## config.mk

```make
export PLATFORM = sky130hd
export DESIGN_NAME = shift_right_seq_flat
export DESIGN_NICKNAME = d
export VERILOG_FILES = /design/src/rtl/shift_right_seq_if.sv /design/src/rtl/shift_right_seq.sv /design/src/flat_wrapper.sv
export SDC_FILE = /design/constraint.sdc
export NUM_CORES = 1
export LEC_CHECK = 0
export CORE_AREA = 2 2 83 85
export DETAILED_ROUTE_END_ITERATION = 6
export DIE_AREA = 0 0 85 87
export GPL_ROUTABILITY_DRIVEN = 0
export PLACE_DENSITY = 0.83
export REMOVE_ABC_BUFFERS = 1
export SLEW_MARGIN = 20
export SYNTH_ARGS = -nofsm -noshare
export SYNTH_HDL_FRONTEND = slang
export SYNTH_SLANG_ARGS = --single-unit
```

## constraint.sdc

```tcl
create_clock -name clk -period 4 [get_ports clk]
set_clock_uncertainty 0.2 [all_clocks]
set_input_delay 0.8 -clock clk [delete_from_list [all_inputs] [get_ports clk]]
set_output_delay 0.8 -clock clk [all_outputs]
set_load 0.005 [all_outputs]
```

## src/rtl/shift_right_seq_if.sv

```systemverilog
// Start/done handshake and operand/result bus of the iterative right shifter.
interface shift_right_seq_if #(
    parameter int WIDTH = 32
);
    logic             start;
    logic [1:0]       op;
    logic [WIDTH-1:0] data_in;
    logic [WIDTH-1:0] shift_amount;
    logic [WIDTH-1:0] data_out;
    logic             busy;
    logic             done;

    // Requester side (control unit / testbench).
    modport master (
        output start, op, data_in, shift_amount,
        input  data_out, busy, done
    );

    // Shifter side.
    modport slave (
        input  start, op, data_in, shift_amount,
        output data_out, busy, done
    );
endinterface

```

## src/rtl/shift_right_seq.sv

```systemverilog
// Iterative right shifter: SHR / SHRA / ROR, one bit position per clock.
//
//  state | meaning
//  IDLE  | waiting for start; result held on data_out
//  SHIFT | shifting one bit per cycle until count reaches zero (busy)
//  DONE  | one-cycle done pulse; a new start is accepted here too
module shift_right_seq #(
    parameter int WIDTH      = 32,
    parameter int SHAMT_BITS = 5
) (
    input  logic             clk,
    input  logic             rst_n,
    shift_right_seq_if.slave bus
);
    localparam logic [1:0] OP_SHRA = 2'b01;
    localparam logic [1:0] OP_ROR  = 2'b10;

    typedef enum logic [1:0] {
        ST_IDLE  = 2'd0,
        ST_SHIFT = 2'd1,
        ST_DONE  = 2'd2
    } state_t;

    state_t                state_q, state_d;
    logic [WIDTH-1:0]      shreg_q, shreg_d;
    logic [SHAMT_BITS-1:0] count_q, count_d;
    logic [1:0]            op_q, op_d;
    logic [WIDTH-1:0]      data_out_q, data_out_d;
    logic                  accept;
    logic                  fill_bit;

    // Upper amount bits are deliberately ignored (amount wraps modulo WIDTH).
    wire unused_shamt_hi = ^bus.shift_amount[WIDTH-1:SHAMT_BITS];

    assign accept = bus.start && (state_q == ST_IDLE || state_q == ST_DONE);

    // State register.
    always_ff @(posedge clk or negedge rst_n) begin
        if (!rst_n) begin
            state_q <= ST_IDLE;
        end else begin
            state_q <= state_d;
        end
    end

    // Next-state logic.
    always_comb begin
        state_d = state_q;
        case (state_q)
            ST_IDLE:  if (accept) state_d = ST_SHIFT;
            ST_SHIFT: if (count_q == '0) state_d = ST_DONE;
            ST_DONE:  state_d = accept ? ST_SHIFT : ST_IDLE;
            default:  state_d = ST_IDLE;
        endcase
    end

    // Outputs decode from state only, so there is no input-to-output path.
    always_comb begin
        bus.busy     = (state_q == ST_SHIFT);
        bus.done     = (state_q == ST_DONE);
        bus.data_out = data_out_q;
    end

    // Fill bit entering at the MSB; reserved op falls through to logical.
    always_comb begin
        fill_bit = 1'b0;
        case (op_q)
            OP_SHRA: fill_bit = shreg_q[WIDTH-1];
            OP_ROR:  fill_bit = shreg_q[0];
            default: fill_bit = 1'b0;
        endcase
    end

    // Datapath next values: capture on accept, shift while counting, publish at zero.
    always_comb begin
        shreg_d    = shreg_q;
        count_d    = count_q;
        op_d       = op_q;
        data_out_d = data_out_q;
        if (accept) begin
            shreg_d = bus.data_in;
            count_d = bus.shift_amount[SHAMT_BITS-1:0];
            op_d    = bus.op;
        end else if (state_q == ST_SHIFT) begin
            if (count_q != '0) begin
                shreg_d = {fill_bit, shreg_q[WIDTH-1:1]};
                count_d = count_q - SHAMT_BITS'(1);
            end else begin
                data_out_d = shreg_q;
            end
        end
    end

    // Datapath registers; reset discards any operation in flight.
    always_ff @(posedge clk or negedge rst_n) begin
        if (!rst_n) begin
            shreg_q    <= '0;
            count_q    <= '0;
            op_q       <= '0;
            data_out_q <= '0;
        end else begin
            shreg_q    <= shreg_d;
            count_q    <= count_d;
            op_q       <= op_d;
            data_out_q <= data_out_d;
        end
    end
endmodule

```

## src/flat_wrapper.sv

```systemverilog
// flat-port wrapper written by rule: the top's interface ports become plain ports
module shift_right_seq_flat 
#(
    parameter int WIDTH      = 32,
    parameter int SHAMT_BITS = 5
)
  (clk, rst_n, bus_start, bus_op, bus_data_in, bus_shift_amount, bus_data_out, bus_busy, bus_done);
  shift_right_seq_if #(.WIDTH(WIDTH)) bus_i ();
  input  logic clk;
  input  logic rst_n;
  input wire logic [$bits(bus_i.start)-1:0] bus_start;
  input wire logic [$bits(bus_i.op)-1:0] bus_op;
  input wire logic [$bits(bus_i.data_in)-1:0] bus_data_in;
  input wire logic [$bits(bus_i.shift_amount)-1:0] bus_shift_amount;
  output wire logic [$bits(bus_i.data_out)-1:0] bus_data_out;
  output wire logic [$bits(bus_i.busy)-1:0] bus_busy;
  output wire logic [$bits(bus_i.done)-1:0] bus_done;
  assign bus_i.start = bus_start;
  assign bus_i.op = bus_op;
  assign bus_i.data_in = bus_data_in;
  assign bus_i.shift_amount = bus_shift_amount;
  assign bus_data_out = bus_i.data_out;
  assign bus_busy = bus_i.busy;
  assign bus_done = bus_i.done;
  shift_right_seq #(.WIDTH(WIDTH), .SHAMT_BITS(SHAMT_BITS)) u_core (.clk(clk), .rst_n(rst_n), .bus(bus_i));
endmodule
```

Yosys cells after proc, flatten, opt, wreduce, memory -nomap -nowiden
Cells that the tools add are included.

storage, ports and cells
  bits in registers = 73
  output and inout bits = 34
  logic and storage cells = 38

operators by class
  add/sub/neg operators = 1
  eq/ne operators = 7
  mux-type cells = 11
  bitwise gates (word level) = 2
  reductions and logical operators = 11

operators by type and width
  operator             count
  $mux 32              3
  $mux 5               3
  $ne 2x1->1 const B   3
  $pmux 2 s3           1
  $reduce_and 3->1     2
  $logic_not 5->1      1
  $reduce_bool 5->1    1
  $sub 5x1->5 const B  1
  $eq 2x1->1 const B   2
  $eq 2x2->1 const B   2
  $mux 2               2
  $reduce_and 2->1     2
  $reduce_bool 2->1    2
  $logic_not 2->1      1
  $not 1->1            2
  $pmux 1 s2           1
  $logic_and 1x1->1    1
  $logic_or 1x1->1     1
  $mux 1               1

Longest topological paths before layout
  depth after elaboration = 5
  depth in mapped cells = 7

Worst setup path after synthesis
No wires, ideal clock.

  path kind = flip-flop to flip-flop
  start = register u_core.count_q[0]
  end = register u_core.shreg_q[21]
  setup time = 0.126 ns
  arrival time = 1.708 ns
  required time = 3.674 ns
  slack = 1.966 ns
  stages on the path, launching flop included = 8
  cells stage by stage = dfrtp_1 inv_1 ha_1 or4b_1 buf_6 buf_6 and3_1 a221o_1

on the way
  longest elaborated chain between the ends = 3

ends and longest elaborated chain
  what                                RTL line                text
  start: declaration                  shift_right_seq.sv:26   logic [SHAMT_BITS-1:0] count_q, count_d;
  start signal: assignment            shift_right_seq.sv:103  count_q <= count_d;
  $reduce_bool 5->1                   shift_right_seq.sv:85   if (count_q != '0) begin
  $reduce_bool 2->1 (no source line)  -
  $reduce_and 2->1 (no source line)   -
  end signal: assignment              shift_right_seq.sv:102  shreg_q <= shreg_d;
  end: declaration                    shift_right_seq.sv:25   logic [WIDTH-1:0] shreg_q, shreg_d;

No other way between the ends.
A chain may end at the register's enable or synchronous reset.

Worst setup path in the final report
  start = register u_core.state_q[0]
  end = output bus_busy

on the way
  longest elaborated chain between the ends = 1

ends and longest elaborated chain
  what                      RTL line               text
  start: declaration        shift_right_seq.sv:24  state_t state_q, state_d;
  start signal: assignment  shift_right_seq.sv:42  state_q <= state_d;
  $eq 2x1->1                shift_right_seq.sv:59  bus.busy = (state_q == ST_SHIFT);
  end: declaration          flat_wrapper.sv:16     output wire logic [$bits(bus_i.busy)-1:0] bus_busy;

No other way between the ends.

==> impl_metrics.env <==
export IMPL_p_sw_share_pct=31.44
export IMPL_ys_types=31
export IMPL_cap_viol_max_count=0
export IMPL_syn_instance_count=235
export IMPL_fin_area_um2=4050
export IMPL_hold_violations=0
export IMPL_layout_setup_ws_ns=0.9943
export IMPL_power_density_nw_per_um2=796.6
export IMPL_hpwl_um=4372
export IMPL_io_buffers=75
export IMPL_seq_area_frac_synth_pct=59.35
export IMPL_worst_r2r_cell_count=5
export IMPL_synth_xor_area_share_pct=0
export IMPL_internal_power_mw=2.212
export IMPL_max_freq_mhz=332.7
export IMPL_post_cts_resized=0
export IMPL_setup_viol=0
export IMPL_synth_main_ff_cell="dfrtp_1"
export IMPL_synth_top_family_by_area="compound AO/OA/AOI/OAI gates"
export IMPL_post_drt_wl_per_cell_um=17.28
export IMPL_worstPathMaxFanout=16
export IMPL_grt_pass1_wl_um=11130
export IMPL_antenna_found_initial=0
export IMPL_postPlaceCellArea_um2=3855
export IMPL_whs_ns=0.3064
export IMPL_finalNonFillerCells=391
export IMPL_crit_reg2reg_launch="u_core.state_q[0]"
export IMPL_ys_warn_count=0
export IMPL_synth_common_cells="73 x dfrtp_1, 32 x mux2_2, 28 x a221o_1, 28 x and3_1, 15 x nand2_1"
export IMPL_die_w_um=85
export IMPL_final_nets=377
export IMPL_vias_per_cell=5.650
export IMPL_combPwrFrac_pct=40.6
export IMPL_hold_class="flop to flop"
export IMPL_avgSynthCellArea_um2=13.10
export IMPL_clkSlewWorstSetupHoldPaths_ns=0.07
export IMPL_drive_gt1_share_pct=17.68
export IMPL_max_slew_worst_pin_slew_ns=1.046
export IMPL_min_path_cells=1
export IMPL_htree_num_levels=3
export IMPL_grt_use_total_pct=19.82
export IMPL_ios=103
export IMPL_syn_area_um2=3078
export IMPL_die_h_um=87
export IMPL_overflow=0
export IMPL_cp_required_ns=3.00
export IMPL_dieArea_um2=7395
export IMPL_pwr_share_seq_pct=41.5
export IMPL_postLayoutCoreUtil_pct=61.66
export IMPL_rows=30
export IMPL_setup_worst_path_start="u_core.state_q[0]"
export IMPL_synth_top_cell_by_area="dfrtp_1"
export IMPL_cp_slowest_stage_delay_ns=0.59
export IMPL_crit_cells=3
export IMPL_grt_setup_unrepaired="no"
export IMPL_yosys_area_share_adder_pct=0.4065
export IMPL_period_needed_ns=3.006
export IMPL_cts_buffers=9
export IMPL_start_util_pct=46.86
export IMPL_setup_tns_final_ns=0
export IMPL_drt_wl_total_um=6758
export IMPL_synth_simple_gate_area_share_pct=10.89
export IMPL_power_frac_clock_pct=17.9
export IMPL_status="finished, final reports clean"
export IMPL_area_growth_pct=31.59
export IMPL_switchingPower_mw=1.014
export IMPL_synth_edff_count=0
export IMPL_preCtsSetupSlack_ns=1.148
export IMPL_cts_root_buf="clkbuf_8"
export IMPL_cts_sinks=73
export IMPL_num_vias=2209
export IMPL_ctsHoldBuffers=0
export IMPL_cp_start_kind="flop"
export IMPL_crit_type="flop to output port"
export IMPL_synthArstFlopShare_pct=100.0
export IMPL_clock_latency_ns=0.35
export IMPL_dp_cells=376
export IMPL_yosys_top_cells_area="dfrtp_1 59%, mux2_2 12%, a221o_1 9.1%"
export IMPL_report_final_slew_viol_count=0
export IMPL_cp_top_family="buffers and inverters"
export IMPL_ys_seq_elements=73
export IMPL_antenna_diode_count=0
export IMPL_post_cts_buffers=0
export IMPL_hp_start="u_core.bus.data_out[11]"
export IMPL_grt_max_degree=74
export IMPL_fp_coreArea_um2=6569
export IMPL_drc=0
export IMPL_power_leakage_nw=1.848
export IMPL_finalPower_mw=3.226
export IMPL_synth_compound_area_share_pct=13.01
export IMPL_synth_top_cell_area_share_pct=59.35
export IMPL_cp_data_arrival_time_ns=2.01
export IMPL_max_slew_margin_pct=30.28
export IMPL_post_route_period_util_pct=75.14
export IMPL_cp_slowest_cell="clkdlybuf4s50_1"
export IMPL_grt_pass1_vias=2232
export IMPL_post_synth_top_count_cell="dfrtp_1"
export IMPL_antenna_left=0
export IMPL_dr_pass1_iters=4
export IMPL_clk_path_buf_depth=2
export IMPL_ir_worst_vdd_mv=0.4211
export IMPL_crit_buf_inv=2
export IMPL_drtIter0Drc=121
export IMPL_muxShareOfSynthArea_pct=11.71
export IMPL_cp_cell_sequence="nand2b_1 -> clkinv_1 -> clkdlybuf4s50_1"
export IMPL_end_kind="output port"
export IMPL_cts_tree="built"
==> cells in the final DEF, fill, tap and decap left out, types with 2 or more instances in the layout <==
cell / count
clkdlybuf4s50_1: 74
dfrtp_1: 73
mux2_2: 32
and3_1: 28
a221o_1: 28
nand2_1: 15
clkbuf_8: 11
inv_1: 6
buf_4: 6
o211ai_1: 4
nor2_1: 3
nand3_1: 3
o21ai_0: 3
o311ai_0: 3
nor2b_1: 2
nand2b_1: 2
clkinv_2: 2
==> cell type report <==
class                           count  area (um2)
Sequential cell                    73        1827
Multi-Input combinational cell    136        1116
Inverter                            7       26.28
Tap cell                           80       100.1
Clock inverter                      3       40.04
Fill cell                         538        2519
Clock buffer                       12       155.1
Timing Repair Buffer               80       785.8
==> flip-flops by register name, summed over array words and instances (netlist names) <==
register             count
u_core.op_q              2
u_core.count_q           5
u_core.shreg_q          32
u_core.bus.data_out     32
u_core.state_q           2
==> metal layers <==
metal  GRT usage [%]  up-vias  share of wire, %
met5               0        -                 0
met4           8.658        0               1.8
met3           5.308       11               5.3
met2           31.46       66                50
met1           25.77     1105                43
li1                -     1027                 -
==> path summary, 6_finish.rpt <==
kind	end	slack, ns
max in group asynchronous	u_core.state_q[1]	2.64
min in group asynchronous	u_core.bus.data_out[10]	0.38
worst min register to register	u_core.bus.data_out[11]	0.31
worst max-delay path	bus_busy	0.99
worst min-delay path	u_core.bus.data_out[11]	0.31
worst max register to register	u_core.bus.data_out[14]	1.20
==> power by group through the flow <==
stage	Combinational, mW	Sequential [mW]	Clock (mW)
6_report	1.31	1.34	0.576
5_1_grt	1.44	1.39	0.620
4_1_cts	1.33	1.34	0.590
3_5_place_dp	1.32	1.35	0
3_3_place_gp	1.28	1.33	0
2_1_floorplan	0.728	1.30	0
==> kinds of logic (layout without fill, tap and decap cells) <==
kind of cell,Yosys count,count (layout)
flip-flops,73,73
AND/OR/NAND/NOR,59,59
buffers and inverters,26,102
multiplexers,32,32
adder cells (fa/ha/maj),1,1
AO/OA/AOI/OAI,44,44
Power figures use the tool's default switching activity.
